$ cat src/rtl/dsync_tx.sv
// dsync_tx -- framed serial NRZ transmitter clocked from CLOCK_10.
//
// Frame on dat_out: PREAMBLE_BITS alternating bits (0,1,...,1), start bit 0,
// eight data bits LSB first, optional even-parity bit, stop bit 1.
// Every bit is held for BIT_PERIOD clocks; En_out strobes on the first clock
// of each bit. The line idles high.
//
// Optional feature: define DSYNC_TX_PARITY_EN to insert the even-parity bit
// (XOR of the eight data bits) between the last data bit and the stop bit.
//
// Handshake: a byte is transferred on a rising edge where tx_valid and
// tx_ready are both high. tx_ready is high only while the FSM sits in IDLE,
// so tx_data/tx_valid are ignored for the whole frame, and the captured byte
// lives in an internal shift register that nothing outside can touch.
//
// All outputs except busy and dbg_state_o are registered. They are computed
// from the next-state values, so the first preamble bit and its En_out strobe
// appear in the cycle right after the handshake edge.

module dsync_tx #(
   parameter int BIT_PERIOD    = 1000,  // clocks per bit, 4..1023
   parameter int PREAMBLE_BITS = 8      // even, 2..14
) (
   input  logic       CLOCK_10,
   input  logic       reset_n,
   input  logic [7:0] tx_data,
   input  logic       tx_valid,
   output logic       tx_ready,
   output logic       dat_out,
   output logic       En_out,
   output logic       busy,
   output logic [2:0] dbg_state_o     // current FSM state, for observation
);

   typedef enum logic [2:0] {
      S_IDLE     = 3'd0,
      S_PREAMBLE = 3'd1,
      S_START    = 3'd2,
      S_DATA     = 3'd3,
`ifdef DSYNC_TX_PARITY_EN
      S_PARITY   = 3'd4,
`endif
      S_STOP     = 3'd5
   } state_t;

   // Last value of the in-bit cycle counter and of the preamble bit index.
   localparam logic [9:0] BIT_LAST = 10'(BIT_PERIOD - 1);
   localparam logic [3:0] PRE_LAST = 4'(PREAMBLE_BITS - 1);

   state_t     state_q,   state_d;
   logic [9:0] bit_cnt_q, bit_cnt_d;   // cycle within the current bit
   logic [3:0] pre_cnt_q, pre_cnt_d;   // preamble bit index
   logic [2:0] dat_idx_q, dat_idx_d;   // data bit index, wraps 7 -> 0
   logic [7:0] shift_q,   shift_d;     // captured byte, shifted right per bit
`ifdef DSYNC_TX_PARITY_EN
   logic       parity_q,  parity_d;    // even parity of the captured byte
`endif
   logic       dat_q,     dat_d;
   logic       en_q,      en_d;
   logic       rdy_q,     rdy_d;
   logic       bit_last;
   logic       handshake;

   assign bit_last  = (bit_cnt_q == BIT_LAST);
   assign handshake = tx_valid & rdy_q;

   // Next-state and datapath: capture on handshake, then walk the frame one bit at a time.
   always_comb begin
      state_d   = state_q;
      bit_cnt_d = bit_cnt_q;
      pre_cnt_d = pre_cnt_q;
      dat_idx_d = dat_idx_q;
      shift_d   = shift_q;
`ifdef DSYNC_TX_PARITY_EN
      parity_d  = parity_q;
`endif
      if (state_q == S_IDLE) begin
         if (handshake) begin
            state_d   = S_PREAMBLE;
            bit_cnt_d = 10'd0;
            pre_cnt_d = 4'd0;
            dat_idx_d = 3'd0;
            shift_d   = tx_data;
`ifdef DSYNC_TX_PARITY_EN
            parity_d  = ^tx_data;
`endif
         end
      end else begin
         // The cycle counter runs 0..BIT_PERIOD-1 in every non-idle state.
         bit_cnt_d = bit_last ? 10'd0 : bit_cnt_q + 10'd1;
         if (bit_last) begin
            unique case (state_q)
               S_PREAMBLE: begin
                  if (pre_cnt_q == PRE_LAST) begin
                     state_d   = S_START;
                     pre_cnt_d = 4'd0;
                  end else begin
                     pre_cnt_d = pre_cnt_q + 4'd1;
                  end
               end
               S_START: begin
                  state_d   = S_DATA;
                  dat_idx_d = 3'd0;
               end
               S_DATA: begin
                  shift_d   = {1'b0, shift_q[7:1]};
                  dat_idx_d = dat_idx_q + 3'd1;
                  if (dat_idx_q == 3'd7) begin
`ifdef DSYNC_TX_PARITY_EN
                     state_d = S_PARITY;
`else
                     state_d = S_STOP;
`endif
                  end
               end
`ifdef DSYNC_TX_PARITY_EN
               S_PARITY: begin
                  state_d = S_STOP;
               end
`endif
               S_STOP: begin
                  state_d = S_IDLE;
               end
               default: begin
                  state_d = S_IDLE;
               end
            endcase
         end
      end
   end

   // Output decode from next-state values so the registered outputs line up with the bit.
   always_comb begin
      dat_d = 1'b1;
      en_d  = 1'b0;
      rdy_d = 1'b0;
      unique case (state_d)
         S_IDLE:     dat_d = 1'b1;
         S_PREAMBLE: dat_d = pre_cnt_d[0];
         S_START:    dat_d = 1'b0;
         S_DATA:     dat_d = shift_d[0];
`ifdef DSYNC_TX_PARITY_EN
         S_PARITY:   dat_d = parity_d;
`endif
         S_STOP:     dat_d = 1'b1;
         default:    dat_d = 1'b1;
      endcase
      // A zero counter outside IDLE is always the first cycle of a bit.
      en_d  = (state_d != S_IDLE) && (bit_cnt_d == 10'd0);
      rdy_d = (state_d == S_IDLE);
   end

   // FSM state, counters and captured byte; reset aborts any frame in flight.
   always_ff @(posedge CLOCK_10 or negedge reset_n) begin
      if (!reset_n) begin
         state_q   <= S_IDLE;
         bit_cnt_q <= 10'd0;
         pre_cnt_q <= 4'd0;
         dat_idx_q <= 3'd0;
         shift_q   <= 8'd0;
`ifdef DSYNC_TX_PARITY_EN
         parity_q  <= 1'b0;
`endif
      end else begin
         state_q   <= state_d;
         bit_cnt_q <= bit_cnt_d;
         pre_cnt_q <= pre_cnt_d;
         dat_idx_q <= dat_idx_d;
         shift_q   <= shift_d;
`ifdef DSYNC_TX_PARITY_EN
         parity_q  <= parity_d;
`endif
      end
   end

   // Registered line, strobe and ready; line high, strobe and ready low in reset.
   always_ff @(posedge CLOCK_10 or negedge reset_n) begin
      if (!reset_n) begin
         dat_q <= 1'b1;
         en_q  <= 1'b0;
         rdy_q <= 1'b0;
      end else begin
         dat_q <= dat_d;
         en_q  <= en_d;
         rdy_q <= rdy_d;
      end
   end

   assign dat_out     = dat_q;
   assign En_out      = en_q;
   assign tx_ready    = rdy_q;
   assign busy        = (state_q != S_IDLE);
   assign dbg_state_o = state_q;

endmodule

$ cat config.mk
export PLATFORM = sky130hd
export DESIGN_NAME = dsync_tx
export DESIGN_NICKNAME = d
export VERILOG_FILES = /design/src/rtl/dsync_tx.sv
export SDC_FILE = /design/constraint.sdc
export NUM_CORES = 1
export LEC_CHECK = 0
export BUFFER_PORTS_ARGS = -buffer_cell sky130_fd_sc_hd__clkbuf_2
export CORE_AREA = 4 4 61 63
export DETAILED_ROUTE_END_ITERATION = 8
export DIE_AREA = 0 0 65 67
export GPL_TIMING_DRIVEN = 0
export PLACE_DENSITY = 0.75
export SLEW_MARGIN = 0
export SYNTH_ARGS = -nofsm -noshare
export SYNTH_HDL_FRONTEND = slang
export SYNTH_SLANG_ARGS = --single-unit
export TNS_END_PERCENT = 10
$ cat constraint.sdc
create_clock -name CLOCK_10 -period 2.3 [get_ports CLOCK_10]
set_input_delay 0.115 -clock CLOCK_10 [delete_from_list [all_inputs] [get_ports CLOCK_10]]
set_output_delay 0.115 -clock CLOCK_10 [all_outputs]
set_load 0.01 [all_outputs]
==> results of run 1 <==
final timing paths:
check / start / endpoint / cells past startpoint
worst max-delay path: bit_cnt_q[0]$_DFF_PN0_ / En_out$_DFF_PN0_ / 6
worst min-delay path: tx_data[3] / shift_q[3]$_DFFE_PN0P_ / 3
worst max register to register: bit_cnt_q[0]$_DFF_PN0_ / En_out$_DFF_PN0_ / 6
worst min register to register: shift_q[1]$_DFFE_PN0P_ / shift_q[1]$_DFFE_PN0P_ / 2
max in group asynchronous: reset_n / dat_idx_q[1]$_DFFE_PN0P_ / 2
min in group asynchronous: reset_n / bit_cnt_q[5]$_DFF_PN0_ / 2
critical path: cells and delay by family (launching register included):
family	cells	cell delay, ps
DFF	1	440
AOI/OAI and AO/OA	3	920
adders and majority gates	1	310
and+or+nand+nor	2	420
where the power goes:
group / internal, mW / switching, mW / total (mW)
Clock: 0.180 / 0.178 / 0.358
Sequential: 0.665 / 0.101 / 0.766
Combinational: 0.230 / 0.352 / 0.582
logic make-up after synthesis:
family / count (synthesis) / synth area share
compound gates: 46 / 0.199
buf+inv: 11 / 0.0295
flops: 31 / 0.459
fa+ha+maj: 4 / 0.0295
mux: 1 / 0.00665
xor+xnor: 5 / 0.0258
simple gates: 74 / 0.251
Yosys cell counts, drive strengths merged:
cell type,number,area (um^2)
a2111oi,1,15.0
dfstp,1,26.3
o22ai,1,6.26
nor4,2,27.5
nand2,34,128
o31ai,1,21.3
a22o,3,26.3
and4,1,8.76
o21bai,1,7.51
a41oi,1,8.76
nor4bb,1,10.0
a211oi,3,32.5
nand3b,1,7.51
and4bb,1,12.5
a21oi,4,20.0
o2bb2ai,1,8.76
mux2,1,11.3
nor2b,2,12.5
buf,4,20.0
a21bo,1,10.0
ha,4,50.1
xor2,1,8.76
a22oi,5,37.5
xnor2,4,35.0
nand3,10,50.1
a31o,1,8.76
or3,1,6.26
nor3b,2,15.0
and4b,1,10.0
nand4,4,31.3
a21boi,1,7.51
a31oi,1,6.26
nand4bb,1,27.5
o41ai,3,26.3
nor3,3,31.3
clkbuf,2,8.75
and3,1,6.26
dfrtp,30,751
inv,5,21.3
o21ai,18,93.8
nor2,9,41.3
layout make-up:
class / instances / area [um^2]
buffer: 6 / 28.8
sequential: 31 / 777
clock buffer: 8 / 68.8
timing repair buffer: 21 / 120
fill: 267 / 1280
tap: 46 / 57.6
multi-input combinational: 130 / 878
inverter: 5 / 21.3
flip-flops by register name, summed over array words and instances (netlist names):
register,cells
dat_out,1
pre_cnt_q,4
dbg_state_o,3
En_out,1
bit_cnt_q,10
dat_idx_q,3
shift_q,8
tx_ready,1
routing by layer:
metal	vias up	track usage
met1	712	0.229
met4	0	0.0871
met3	8	0.0405
met2	39	0.330
li1	688	-
met5	-	0
timing repair:
action | in CTS | in global routing
hold buffers | 2 | 0
endpoints found under the hold margin | 31 | 0
buffers inserted | 0 | 2
pin swaps | 1 | 1
endpoints found under the setup margin | 1 | 3
gates resized for setup | 0 | 2
stage by stage:
stage | cell area [um^2] | instances | utilization
2_1_floorplan | 1690 | 172 | -
3_3_place_gp | 1840 | 235 | 0.568
3_5_place_dp | 1840 | 235 | 0.568
4_1_cts | 1930 | 245 | 0.596
5_1_grt | 1950 | 247 | 0.604
6_report | 1950 | 247 | 0.604
==> results_dict.tcl, run 1 <==
set metrics [dict create \
    outcome "finished clean" \
    min_period_ps 2150 \
    h-tree-depth 2 \
    hold_viol 0 \
    drt_iter0_markers 44 \
    nNetsFinal 215 \
    antenna_left 0 \
    cts_sinks 31 \
    fp-row-count 21 \
    worstSetupPathType "register to register" \
    dp_slack_ps 12.8 \
    top_layer "met4" \
    grt_pass1_vias 1437 \
    critical_path.slowest_cell "dfrtp_1" \
    grt-ovfl-total 0 \
    drt_first_pass_iters 4 \
    endpoint_kind "register" \
    grtUsageTotal 0.192 \
    ys_types 51 \
    netlist_instances 172 \
    fin_crit_sh 0.935 \
    ys_ff_latch 31 \
    ys.warnings.count 0 \
    drv_slew 0 \
    syn_to_final_growth_pct 15.2 \
    synth.net_count 187 \
    die_w_um 65 \
    crit_required_ps 2570 \
    die_h_um 67 \
    hold_path.class "primary input to register" \
    via_per_inst 5.86 \
    regToRegSetupSlack_ps 150 \
    met1Wirelength_um 1600 \
    start_util 0.524 \
    max_stage_delay_ps 440 \
    final_cell_mix "nand2_1, dfrtp_1, clkbuf_2" \
    vias 1447 \
    worstSkewPairLatency_ps 330 \
    grt_pass1_wl_um 6340 \
    wire_per_inst_um 14.8 \
    cp_cell_sequence "ha_2 -> nand4_4 -> o31ai_4 -> a31oi_1 -> a2111oi_2 -> and4bb_1" \
    cts.clk_slew.worst_paths_ps 90 \
    fmax_ghz 0.465 \
    syn-cell-area_um2 1690 \
    pin_count 18 \
    finalSetupTns_ps 0 \
    hold_ws_ps 13.7 \
    relSlewSlack 0.497 \
    n_antenna_cell 0 \
    gp_congestion 0.806 \
    setup_viol 0 \
    seq_area_frac_synth 0.459 \
    die_area_um2 4360 \
    start_kind "register" \
    total_leakage_power_nw 0.867 \
    crit_fanout 7 \
    total_power_mw 1.71 \
    layout_commonest_cell "nand2_1" \
    p_per_area_nw_per_um2 874 \
    maxCapViolations 0 \
    drc 0 \
    grt_max_degree 32 \
    met3_length_um 190 \
    fin_ws_ps 149 \
    clk_path_buf_depth 2 \
    root_buffer "clkbuf_4" \
    arrival_ps 2420 \
    final.setup_skew_ps 4.08 \
    core_area_um2 3230 \
    drive_gt1_frac 0.239 \
    peakVddDrop_mv 0.609 \
    worst_pin_slew_ps 755 \
    drt_wl_total_um 3670 \
    io_buffers 17 \
    syn-mean-instance-area_um2 9.85 \
    place_hpwl_um 2580 \
    grt_antenna_before_repair 0 \
    cts_tree "done" \
    cts_made_buffers 5 \
    met2WireLength_um 1810 \
]
No activity file was read; power rests on OpenSTA's default activity.
==> run 2, diff against run 1 <==
--- a/config.mk
+++ b/config.mk
@@ -10,6 +10,7 @@
 export DETAILED_ROUTE_END_ITERATION = 8
 export DIE_AREA = 0 0 65 67
 export GPL_TIMING_DRIVEN = 0
+export HOLD_SLACK_MARGIN = 0.1
 export PLACE_DENSITY = 0.75
 export SLEW_MARGIN = 0
 export SYNTH_ARGS = -nofsm -noshare
==> run 2 against run 1 <==
Effect of this change: via count grew 1.9%; cell count grew 2.8%; cell area grew 3.6%; flip-flop and latch count did not move; clock power is essentially flat; critical path type unchanged; sequential share of layout area decreased by 1.4 points; die area is the same.
==> results_dict.tcl, run 2 (synthesized netlist as in run 1, its figures left out) <==
set metrics [dict create \
    outcome "finished clean" \
    maxCapViolations 0 \
    largest_register "bit_cnt_q" \
    grt_pass1_vias 1483 \
    wire_per_inst_um 14.8 \
    total_power_mw 1.72 \
    drt_iter0_markers 43 \
    largest_reg_flops 10 \
    rr_worst_depth 6 \
    regToRegSetupSlack_ps 150 \
    grtUsageTotal 0.198 \
    min_path_cells 3 \
    pin_count 18 \
    start_kind "register" \
    hold_end "bit_cnt_q[4]$_DFF_PN0_" \
    vias 1474 \
    grt-ovfl-total 0 \
    worstReg2RegEnd "En_out$_DFF_PN0_" \
    drv_slew 0 \
    hold_path.class "primary input to register" \
    crit_fanout 7 \
    worstSetupPathType "register to register" \
    peakVddDrop_mv 0.616 \
    drc 0 \
    final_cell_mix "nand2_1, dfrtp_1, clkbuf_2" \
    via_per_inst 5.80 \
    fin_cells 254 \
    endpoint_kind "register" \
    start_util 0.524 \
    h-tree-depth 2 \
    drt_first_pass_iters 4 \
    nNetsFinal 222 \
    die_w_um 65 \
    hp-start "tx_valid" \
    drt_wl_total_um 3760 \
    final.setup_skew_ps 4.83 \
    relSlewSlack 0.496 \
    fp-row-count 21 \
    fmax_ghz 0.465 \
    cts_made_buffers 5 \
    place_hpwl_um 2580 \
    cts.clk_slew.worst_paths_ps 90 \
    root_buffer "clkbuf_4" \
    grt_pass1_wl_um 6540 \
    setup_viol 0 \
    worstSkewPairLatency_ps 330 \
    antenna_left 0 \
    fin_crit_sh 0.936 \
    core_area_um2 3230 \
    cts_tree "done" \
    arrival_ps 2420 \
    min_period_ps 2150 \
    layout_commonest_cell "nand2_1" \
    syn_to_final_growth_pct 19.4 \
    die_area_um2 4360 \
    dp.cells 235 \
    p_per_area_nw_per_um2 849 \
    grt_max_degree 32 \
    clk_path_buf_depth 2 \
    cts_sinks 31 \
    worst_pin_slew_ps 756 \
    total_leakage_power_nw 0.897 \
    timing.rr.start "bit_cnt_q[0]$_DFF_PN0_" \
    n_antenna_cell 0 \
    gp_congestion 0.806 \
    drive_gt1_frac 0.231 \
    crit_required_ps 2570 \
    die_h_um 67 \
    grt_antenna_before_repair 0 \
    reg_top3 "bit_cnt_q x10, shift_q x8, pre_cnt_q x4" \
    hold_viol 0 \
    io_buffers 17 \
]
## run 2: changes by cell type in the layout (fill, tap and decap cells not counted), sizes merged
cell         delta
dlygate4sd3     +7
## run 2: timing repair
action	CTS	global route
pin swaps	1	1
gates resized for setup	0	2
cloned	0	0
buffers inserted	0	2
hold endpoints to repair	38	0
hold buffers	9	0
endpoints found under the setup margin	1	3
## run 2: how the worst max path moves through the flow
stage / from / to / slack, ps / depth (start not counted)
after floorplan: bit_cnt_q[0]$_DFF_PN0_ / En_out$_DFF_PN0_ / 390 / 6
after global placement: bit_cnt_q[0]$_DFF_PN0_ / En_out$_DFF_PN0_ / 80 / 6
after detailed placement: bit_cnt_q[0]$_DFF_PN0_ / En_out$_DFF_PN0_ / 10 / 6
after CTS: bit_cnt_q[0]$_DFF_PN0_ / En_out$_DFF_PN0_ / 30 / 6
after global routing: bit_cnt_q[0]$_DFF_PN0_ / En_out$_DFF_PN0_ / -10 / 6
final: bit_cnt_q[0]$_DFF_PN0_ / En_out$_DFF_PN0_ / 150 / 6
## run 2: final cells by class
type / count / area, um^2
plain buffers: 6 / 28.8
well taps: 46 / 57.6
clock buffers: 8 / 68.8
repair buffers: 28 / 190
flip-flops and latches: 31 / 777
inverters: 5 / 21.3
multi-input cells: 130 / 878
fillers: 259 / 1210
## run 2: stage by stage
| stage | setup slack [ps] | cell area (um^2) | hold slack, ps | TNS [ps] | utilization |
|---|---|---|---|---|---|
| 6_report | 148 | 2020 | 223 | 0 | 0.626 |
| 5_1_grt | -12.4 | 2020 | 232 | -12.4 | 0.626 |
| 4_1_cts | 34.6 | 2000 | 209 | 0 | 0.617 |
| 3_5_place_dp | 12.8 | 1840 | 219 | 0 | 0.568 |
| 3_3_place_gp | 82.3 | 1840 | 208 | 0 | 0.568 |
| 2_1_floorplan | 390 | 1690 | -181 | 0 | - |
## run 2: routing by layer
layer | wire length [um] | track usage | share of wire
met1 | 1620 | 0.235 | 0.43
met2 | 1910 | 0.345 | 0.51
met3 | 169 | 0.0405 | 0.045
met4 | 59 | 0.0871 | 0.016
met5 | 0 | 0 | 0
## run 2: critical path, cell delays in order (launching register included)
cell and delay [ps]:
dfrtp_1 450, ha_2 310, nand4_4 180, o31ai_4 390, a31oi_1 120, a2111oi_2 410, and4bb_1 240
## run 2: power by group
| group | switching, mW | internal (mW) |
|---|---|---|
| Clock | 0.180 | 0.180 |
| Sequential | 0.101 | 0.665 |
| Combinational | 0.354 | 0.237 |
==> run 3, diff against run 2 <==
--- a/config.mk
+++ b/config.mk
@@ -5,13 +5,14 @@
 export SDC_FILE = /design/constraint.sdc
 export NUM_CORES = 1
 export LEC_CHECK = 0
+export ABC_AREA = 1
 export BUFFER_PORTS_ARGS = -buffer_cell sky130_fd_sc_hd__clkbuf_2
-export CORE_AREA = 4 4 61 63
+export CORE_AREA = 4 4 64 66
 export DETAILED_ROUTE_END_ITERATION = 8
-export DIE_AREA = 0 0 65 67
+export DIE_AREA = 0 0 68 70
 export GPL_TIMING_DRIVEN = 0
 export HOLD_SLACK_MARGIN = 0.1
-export PLACE_DENSITY = 0.75
+export PLACE_DENSITY = 0.74
 export SLEW_MARGIN = 0
 export SYNTH_ARGS = -nofsm -noshare
 export SYNTH_HDL_FRONTEND = slang
==> run 3 against run 2 <==
Effect of this change: critical path depth up 4; clock-buffer cell count shrank 2; fmax up 20%; highest routed layer unchanged.
==> results_dict.tcl, run 3 <==
set metrics [dict create \
    synth_top_family_by_area "simple AND/OR/NAND/NOR gates" \
    synth.net_count 254 \
    yosysTopAreaCell "dfrtp_1" \
    p_per_area_nw_per_um2 417 \
    power_frac_clock 0.361 \
    netlist_instances 239 \
    synth_flop_cell "dfrtp_1" \
    grt-ovfl-total 0 \
    cts_tree "done" \
    gp_congestion 0.861 \
    cts_setup_buffers 0 \
    cts_made_buffers 5 \
    synth_area_leaders "dfrtp_1, nand2_1, nand3_1" \
    hold_viol 0 \
    ys_ff_latch 31 \
    grt_max_degree 32 \
    place_hpwl_um 2760 \
    reg_top3 "bit_cnt_q x10, shift_q x8, pre_cnt_q x4" \
    syn_to_final_growth_pct 15.6 \
    fmax_ghz 0.560 \
    h-tree-depth 2 \
    cts.clk_slew.worst_paths_ps 110 \
    top_layer "met4" \
    wire_per_inst_um 12.0 \
    io_buffers 17 \
    synth_edf_count 0 \
    grt_pass1_wl_um 6970 \
    yosys.area_share.adder 0.0268 \
    via_per_inst 5.10 \
    synthTopCellsByCount "nand2_1, dfrtp_1, inv_1" \
    power_frac_seq 0.605 \
    drive_gt1_frac 0.239 \
    synth-async-reset-ratio 1.00 \
    netlist.area_leader.share 0.402 \
    drv_slew 0 \
    vias 1632 \
    rsz0062_at_grt "no" \
    largest_register "bit_cnt_q" \
    seq_area_frac_synth 0.416 \
    hold_path.class "primary input to register" \
    hold_end "bit_cnt_q[9]$_DFF_PN0_" \
    maxCapViolations 0 \
    drt_wl_total_um 3840 \
    hp-start "tx_valid" \
    crit_fanout 8 \
    grt_antenna_before_repair 0 \
    die_h_um 70 \
    start_kind "register" \
    dp_slack_ps 543 \
    min_period_ps 1790 \
    drt_first_pass_iters 4 \
    antenna_left 0 \
    layout_commonest_cell "nand2_1" \
    peakVddDrop_mv 0.326 \
    fin_area_um2 2160 \
    final_cell_mix "nand2_1, dfrtp_1, inv_1" \
    outcome "finished clean" \
    worstReg2RegEnd "En_out$_DFF_PN0_" \
    fp-row-count 22 \
    met1Wirelength_um 1800 \
    die_area_um2 4760 \
    synth-simple-area-share 0.378 \
    rr_worst_depth 10 \
    arrival_ps 2010 \
    switching_power_mw 0.199 \
    cts_sinks 31 \
    setup_viol 0 \
    synth_compound_area_frac 0.0917 \
    die_w_um 68 \
    pin_count 18 \
    met2WireLength_um 1830 \
    ys_types 29 \
    largest_reg_flops 10 \
    syn-cell-area_um2 1870 \
    ys.warnings.count 0 \
    worst_pin_slew_ps 760 \
    switching_share 0.221 \
    finalSetupTns_ps 0 \
    relSlewSlack 0.493 \
    yosys.cell_count.top_type "nand2_1" \
    worstSetupPathType "register to register" \
    root_buffer "clkbuf_4" \
    worstSkewPairLatency_ps 340 \
    syn-mean-instance-area_um2 7.82 \
    min_path_cells 4 \
    grtUsageTotal 0.188 \
    timing.rr.start "bit_cnt_q[0]$_DFF_PN0_" \
    endpoint_kind "register" \
    final.setup_skew_ps 15.5 \
    nNetsFinal 287 \
    regToRegSetupSlack_ps 510 \
    synth_xor_area_frac 0.00937 \
    crit_required_ps 2520 \
    core_area_um2 3580 \
    placed_cell_area_um2 2010 \
    n_antenna_cell 0 \
    internal_power_mw 0.702 \
    clk_path_buf_depth 2 \
    fillerInstances 333 \
    grt_pass1_vias 1553 \
    met3_length_um 143 \
    power_frac_comb 0.034 \
    total_leakage_power_nw 1.17 \
    drc 0 \
    muxShareOfSynthArea 0 \
    drt_iter0_markers 89 \
    start_util 0.522 \
    fin_ws_ps 513 \
    fin_crit_sh 0.777 \
]
## run 3: area by class of cell
| type | count | area [um^2] | share of cell area |
|---|---|---|---|
| multi-input combinational | 171 | 946 | 0.438 |
| sequential | 31 | 777 | 0.360 |
| timing repair buffer | 26 | 175 | 0.0811 |
| inverter | 35 | 131 | 0.0608 |
| tap | 48 | 60.1 | 0.0278 |
| clock buffer | 6 | 51.3 | 0.0237 |
| buffer | 2 | 15.0 | 0.00695 |
| clock inverter | 1 | 5.00 | 0.00232 |
## run 3: power groups by stage
stage / registers, mW / logic (mW) / clock network [mW]
2_1_floorplan: 0.556 / 0.000138 / 0
3_3_place_gp: 0.555 / 0.0199 / 0
3_5_place_dp: 0.555 / 0.0200 / 0
4_1_cts: 0.545 / 0.0317 / 0.340
5_1_grt: 0.545 / 0.0347 / 0.354
6_report: 0.545 / 0.0308 / 0.325
## run 3: logic make-up (layout without fill, tap and decap cells)
| group | Yosys count | after routing |
|---|---|---|
| and+or+nand+nor | 139 | 139 |
| AOI/OAI and AO/OA | 26 | 26 |
| buffers and inverters | 37 | 70 |
| xor gates and xnor gates | 2 | 2 |
| adders and majority gates | 4 | 4 |
| DFF | 31 | 31 |
## run 3: per-stage QoR
step	std cells	total power, mW	utilization	hold slack [ps]
2_1_floorplan	239	0.556	-	-181
3_3_place_gp	304	0.575	0.563	227
3_5_place_dp	304	0.575	0.563	229
4_1_cts	320	0.916	0.604	148
5_1_grt	320	0.933	0.604	193
6_report	320	0.901	0.604	157
## run 3: critical path, cell delays in order (launching register included)
cell,delay [ps]
dfrtp_1,470
ha_1,250
nand2_4,100
nor2_8,190
nand3_2,100
nand2_1,100
inv_2,40
nor2_2,140
nand3_2,140
nand3_2,90
nor2_1,40
## run 3: routing by layer
layer | vias to the layer above | global-route usage
met5 | - | 0
met4 | 0 | 0.0596
met3 | 8 | 0.0498
met2 | 34 | 0.282
met1 | 754 | 0.262
li1 | 836 | -
## run 3: worst max-delay path by stage
stage / start / end / slack [ps]
after CTS: bit_cnt_q[0]$_DFF_PN0_ / En_out$_DFF_PN0_ / 510
after global routing: bit_cnt_q[0]$_DFF_PN0_ / shift_q[5]$_DFFE_PN0P_ / 340
final: bit_cnt_q[0]$_DFF_PN0_ / En_out$_DFF_PN0_ / 510
after detailed placement: bit_cnt_q[0]$_DFF_PN0_ / En_out$_DFF_PN0_ / 540
after floorplan: bit_cnt_q[0]$_DFF_PN0_ / shift_q[5]$_DFFE_PN0P_ / 760
after global placement: bit_cnt_q[0]$_DFF_PN0_ / En_out$_DFF_PN0_ / 530
## run 3: repair_timing
| action | 4_1_cts | 5_1_grt |
|---|---|---|
| resized for setup | 0 | 0 |
| endpoints found under the hold margin | 38 | 0 |
| hold buffers | 9 | 0 |
